==> config.mk <==
export PLATFORM = sky130hd
export DESIGN_NAME = ram_arbiter_ctrl
export DESIGN_NICKNAME = d
export VERILOG_FILES = /design/src/rtl/ram_arbiter_ctrl.sv
export SDC_FILE = /design/constraint.sdc
export NUM_CORES = 1
export LEC_CHECK = 0
export CORE_UTILIZATION = 35
export DETAILED_ROUTE_END_ITERATION = 8
export MAX_ROUTING_LAYER = met4
export PLACE_DENSITY = 0.67
export SLEW_MARGIN = 0
export SYNTH_ARGS = -nofsm -noshare
export SYNTH_HDL_FRONTEND = slang
export SYNTH_SLANG_ARGS = --single-unit
==> constraint.sdc <==
create_clock -name clk -period 3 [get_ports clk]
set_input_delay 0.45 -clock clk [delete_from_list [all_inputs] [get_ports clk]]
set_output_delay 0.45 -clock clk [all_outputs]
set_load 0.01 [all_outputs]
==> src/rtl/ram_arbiter_ctrl.sv <==
// ram_arbiter_ctrl: two-requester round-robin front end for a RAM that takes
// 10-bit command words {cmd[1:0], payload[7:0]} and answers reads on a
// separate valid/data pair. One transaction is in flight at a time; the
// requester that issued it gets a single-cycle completion pulse.
//
// Command encoding on ram_din:
//   2'b00 : write address      2'b01 : write data
//   2'b10 : read address       2'b11 : read go (payload 8'h00)
module ram_arbiter_ctrl #(
   parameter int unsigned TIMEOUT = 8
) (
   input  logic        clk,
   input  logic        rst,
   input  logic [1:0]  req_valid,
   input  logic [1:0]  req_wr,
   input  logic [15:0] req_addr,
   input  logic [15:0] req_wdata,
   output logic [1:0]  req_ready,
   output logic [1:0]  rsp_valid,
   output logic [7:0]  rsp_rdata,
   output logic        rsp_err,
   output logic        busy,
   output logic [9:0]  ram_din,
   output logic        ram_rx_valid,
   input  logic [7:0]  ram_dout,
   input  logic        ram_tx_valid
);

   typedef enum logic [2:0] {
      S_IDLE  = 3'd0,
      S_ADDR  = 3'd1,
      S_WDATA = 3'd2,
      S_RCMD  = 3'd3,
      S_WAIT  = 3'd4,
      S_RESP  = 3'd5
   } state_t;

   localparam logic [1:0] CMD_WADDR = 2'b00;
   localparam logic [1:0] CMD_WDATA = 2'b01;
   localparam logic [1:0] CMD_RADDR = 2'b10;
   localparam logic [1:0] CMD_RGO   = 2'b11;

   // Index of the last WAIT cycle; a read still unanswered here times out.
   localparam logic [7:0] LAST_WAIT = 8'(TIMEOUT - 1);

   // Controller state and the latched copy of the accepted transaction.
   state_t      state_q;
   logic        last_grant_q;   // index of the requester granted most recently
   logic        owner_q;        // index of the requester that owns the transaction
   logic        wr_q;
   logic [7:0]  addr_q;
   logic [7:0]  wdata_q;
   logic [7:0]  wait_cnt_q;

   // Registered outputs.
   logic [1:0]  rsp_valid_q;
   logic [7:0]  rsp_rdata_q;
   logic        rsp_err_q;
   logic [9:0]  ram_din_q;
   logic        ram_rx_valid_q;

   // Per-requester views of the packed request buses.
   logic [7:0]  addr_lane  [2];
   logic [7:0]  wdata_lane [2];

   logic [1:0]  grant;
   logic        grant_idx;

   generate
      for (genvar gi = 0; gi < 2; gi++) begin : g_lane
         assign addr_lane[gi]  = req_addr[8*gi +: 8];
         assign wdata_lane[gi] = req_wdata[8*gi +: 8];
      end
   endgenerate

   // Round-robin pick: a lone requester always wins; on a tie the requester
   // that was not served last time wins.
   always_comb begin
      grant = 2'b00;
      case (req_valid)
         2'b01:   grant = 2'b01;
         2'b10:   grant = 2'b10;
         2'b11:   grant = last_grant_q ? 2'b01 : 2'b10;
         default: grant = 2'b00;
      endcase
   end

   assign grant_idx = grant[1];

   // Ready is only offered while idle, and is forced low for the whole of
   // reset rather than waiting for state to settle.
   assign req_ready    = ((state_q == S_IDLE) && !rst) ? grant : 2'b00;
   assign busy         = (state_q != S_IDLE);
   assign rsp_valid    = rsp_valid_q;
   assign rsp_rdata    = rsp_rdata_q;
   assign rsp_err      = rsp_err_q;
   assign ram_din      = ram_din_q;
   assign ram_rx_valid = ram_rx_valid_q;

   // Transaction sequencer; outputs are computed one cycle ahead so that they
   // are registered and line up with the state they belong to.
   always_ff @(posedge clk or posedge rst) begin
      if (rst) begin
         state_q        <= S_IDLE;
         last_grant_q   <= 1'b1;
         owner_q        <= 1'b0;
         wr_q           <= 1'b0;
         addr_q         <= 8'h00;
         wdata_q        <= 8'h00;
         wait_cnt_q     <= 8'h00;
         rsp_valid_q    <= 2'b00;
         rsp_rdata_q    <= 8'h00;
         rsp_err_q      <= 1'b0;
         ram_din_q      <= 10'h000;
         ram_rx_valid_q <= 1'b0;
      end else begin
         // Strobes are single-cycle unless a state below re-asserts them.
         ram_rx_valid_q <= 1'b0;
         ram_din_q      <= 10'h000;
         rsp_valid_q    <= 2'b00;

         case (state_q)
            S_IDLE: begin
               if (grant != 2'b00) begin
                  owner_q        <= grant_idx;
                  wr_q           <= req_wr[grant_idx];
                  addr_q         <= addr_lane[grant_idx];
                  wdata_q        <= wdata_lane[grant_idx];
                  last_grant_q   <= grant_idx;
                  ram_rx_valid_q <= 1'b1;
                  ram_din_q      <= {(req_wr[grant_idx] ? CMD_WADDR : CMD_RADDR),
                                     addr_lane[grant_idx]};
                  state_q        <= S_ADDR;
               end
            end

            S_ADDR: begin
               ram_rx_valid_q <= 1'b1;
               if (wr_q) begin
                  ram_din_q <= {CMD_WDATA, wdata_q};
                  state_q   <= S_WDATA;
               end else begin
                  ram_din_q <= {CMD_RGO, 8'h00};
                  state_q   <= S_RCMD;
               end
            end

            S_WDATA: begin
               // Writes complete unconditionally with a clean, zero response.
               rsp_valid_q <= owner_q ? 2'b10 : 2'b01;
               rsp_rdata_q <= 8'h00;
               rsp_err_q   <= 1'b0;
               state_q     <= S_RESP;
            end

            S_RCMD: begin
               wait_cnt_q <= 8'h00;
               state_q    <= S_WAIT;
            end

            S_WAIT: begin
               if (ram_tx_valid) begin
                  rsp_valid_q <= owner_q ? 2'b10 : 2'b01;
                  rsp_rdata_q <= ram_dout;
                  rsp_err_q   <= 1'b0;
                  state_q     <= S_RESP;
               end else if (wait_cnt_q == LAST_WAIT) begin
                  rsp_valid_q <= owner_q ? 2'b10 : 2'b01;
                  rsp_rdata_q <= 8'h00;
                  rsp_err_q   <= 1'b1;
                  state_q     <= S_RESP;
               end else begin
                  wait_cnt_q <= wait_cnt_q + 8'd1;
               end
            end

            S_RESP: begin
               state_q <= S_IDLE;
            end

            default: begin
               state_q <= S_IDLE;
            end
         endcase
      end
   end

endmodule

==> results.md <==
* Die extent in x at 79.84 um
* Setup_tns at 0 ns
* Top post-synthesis cells by count: dfrtp_1, nand2_1, mux2i_1, o21ai_0, a21o_1
* Distinct cells, synth at 38
* CTS Buffer Depth at 2
* Vias in the first global route at 1636
* Pin count of the biggest net entering global routing at 45
* Async set or reset register ratio after synthesis at 100.0%
* Hold path cells at 1
* Global Route Usage Sum at 16.30%
* Switching Share at 33.92%
* Peak VDD IR at 0.0004081 V
* Cts hold-fix bufs at 0
* Post-Syn Instances at 207
* Rel. slew slack at 63.28%
* Final Cell Area at 3010 um^2
* Pre-CTS setup slack at 0.6173 ns
* Worst hold margin at 0.4532 ns
* Fmax at 389.1 MHz
* Most numerous cell in the Yosys netlist: dfrtp_1
* CP max FO at 10
* Sequential element share of the synthesized area at 51.98%
* Ratio of cells with drive above 1 in the final layout at 6.452%
* Initial antenna violation count at 0
* Worst slew pin tran at 0.5508 ns
* Die Y at 79.84 um
* M3 GR Usage at 2.971%
* Post-DR vias/cell at 4.906
* Seq pwr share at 39.5%
* Top cells by area, synth: dfrtp_1, mux2i_1, nand2_1, o21ai_0, a22o_1
* IO Port Bufs at 71
* RSZ-0062 raised after global routing: no
* Final WS setup at 0.4297 ns
* Layout area overhead at 41.95%
* CP Data Arrival Time at 2.12 ns
* Top Usage Layer GRT: met2
* Sw power at 882.5 uW
* Die area at 6374 um^2
* Area after DPL at 2904 um^2
* Final worst path period need at 2.570 ns
* GPL Wtd Cong at 0.8412
* Seq cells post-synth at 44
* Placed insts at 343
* Pwr Total at 2.602 mW
* Gates resized, CTS repair at 0
* Root buffer cell: clkbuf_8
* Syn Area/Cell at 10.25 um^2
* Reg clk slew, reported paths at 0.08 ns
* ANT cells at 0
* Max-slew violation count at 0
* Global-route wire length before repair at 7845 um
* Register-to-Register Path Depth at 5
* Clk pwr share at 17.1%
* Critical Path Sink Type: primary output
* Pre-antenna DRT Iters at 4
* Top cell type by total area after synthesis: dfrtp_1
* Total internal power at 1.719 mW
* Final Hold Fails at 0
* Worst setup SP type: register
* Cell area after synthesis at 2121 um^2
* Layout Skew at 0.008293 ns
* Non-Filler Instances at 351
* Power density over cell area at 864.2 nW/um^2
* # rows at 27
* Core ar. at 5675 um^2
* Antenna-violating nets left at 0
* Top_reg_cell synth: dfrtp_1
* Clock sinks at 44
* DRC violations left at 0
* Post-Syn Nets at 255
* Final nets at 326
* # setup viols final at 0
* Post-synth top area share at 50.74%
* Status: complete, no violations
* Clk_lat worst skew at 0.29 ns
* Setup CP Type: reg2out
* Top-Level Pins at 72
* Post-synth EDFFs at 0
* Combinational Power Share at 43.5%
* Final core utilization at 53.04%
* Final Routed Wirelength at 4709 um
* Max Cap Viol at 0
* Met1 Resource Use GR at 21.44%
* CTS tree: built
* Drt wl/cell at 13.42 um
* Initial DRC count at 54
* Grt met2 use at 26.15%
* TritonCTS buffer count at 5
* Leakage at 1.356 nW
* Data required, critical path at 2.55 ns
* Post-DP HPWL at 3489 um
* Vias at 1722
* Min-Delay Path Class: reg2reg
* Final Cycle Share at 85.68%
* Post-CTS setup buffers at 0
* Total global routing overflow at 0
* Initial Utilization at 37.37%
* Ys Warns at 0
* H-tree Lvls at 2
-- cell families after synthesis --
family	after synthesis	share of synthesized area, %
AO/OA/AOI/OAI	53	16.93
adder cells (fa/ha/maj)	1	0.5899
flip-flops	44	51.98
buffers and inverters	17	3.481
multiplexers	19	8.967
AND/OR/NAND/NOR	73	18.05
-- final timing paths --
| check | from | to | slack, ns |
|---|---|---|---|
| min reg2reg | owner_q$_DFFE_PP0P_ | rsp_valid[0]$_DFF_PP0_ | 0.45 |
| min in group asynchronous | rst | state_q[1]$_DFFE_PP0P_ | 0.65 |
| max in group asynchronous | rst | wait_cnt_q[4]$_DFFE_PP0P_ | 1.97 |
| max | state_q[1]$_DFFE_PP0P_ | req_ready[0] | 0.43 |
| max reg2reg | state_q[0]$_DFFE_PP0P_ | wait_cnt_q[6]$_DFFE_PP0P_ | 1.23 |
| min | owner_q$_DFFE_PP0P_ | rsp_valid[0]$_DFF_PP0_ | 0.45 |
-- per-layer routing --
layer / share of wire (%) / wire length [um] / vias up
met4: 0.51 / 24 / 0
met1: 48 / 2240 / 823
li1: - / - / 875
met2: 50 / 2340 / 22
met5: 0 / 0 / -
met3: 2.2 / 104 / 2
-- critical path, cell delays in order (launching register included) --
cell	delay, ns
dfrtp_1	0.50
nor3_1	0.46
inv_1	0.13
nor3_1	0.18
clkdlybuf4s50_1	0.57
-- layout make-up --
cell class,instances,area [um^2]
Fill cell,527,2665
Tap cell,72,90.09
Timing Repair Buffer,75,740.7
Sequential cell,44,1102
Clock buffer,7,76.32
Multi-Input combinational cell,146,948.4
Clock inverter,1,30.03
Inverter,6,22.52
-- power by group through the flow --
stage	Clock (mW)	Sequential, mW	Combinational, mW
after detailed placement	0	1.04	1.15
after global placement	0	1.03	1.13
final	0.444	1.03	1.13
after CTS	0.450	1.03	1.15
after floorplan	0	1.05	0.631
after global routing	0.475	1.06	1.26
-- placed cells by master, fill, tap and decap left out, types with 4 or more instances in the layout --
master and count:
nand2b_1 5, mux2i_1 19, nor2_1 4, inv_1 5
clkbuf_8 5, nand2_1 37, dfrtp_1 43, buf_4 4
nand3_1 6, a21o_1 9, o211ai_1 4, a22o_1 8
o21ai_0 19, clkdlybuf4s50_1 71, nor3_1 5
-- flip-flops by register name (all words and copies together) (netlist names), 2 cells and up --
signal      flops
wait_cnt_q      8
rsp_rdata       8
ram_din        10
wdata_q         8
rsp_valid       2
state_q         3
No activity file was read; power rests on OpenSTA's default activity.
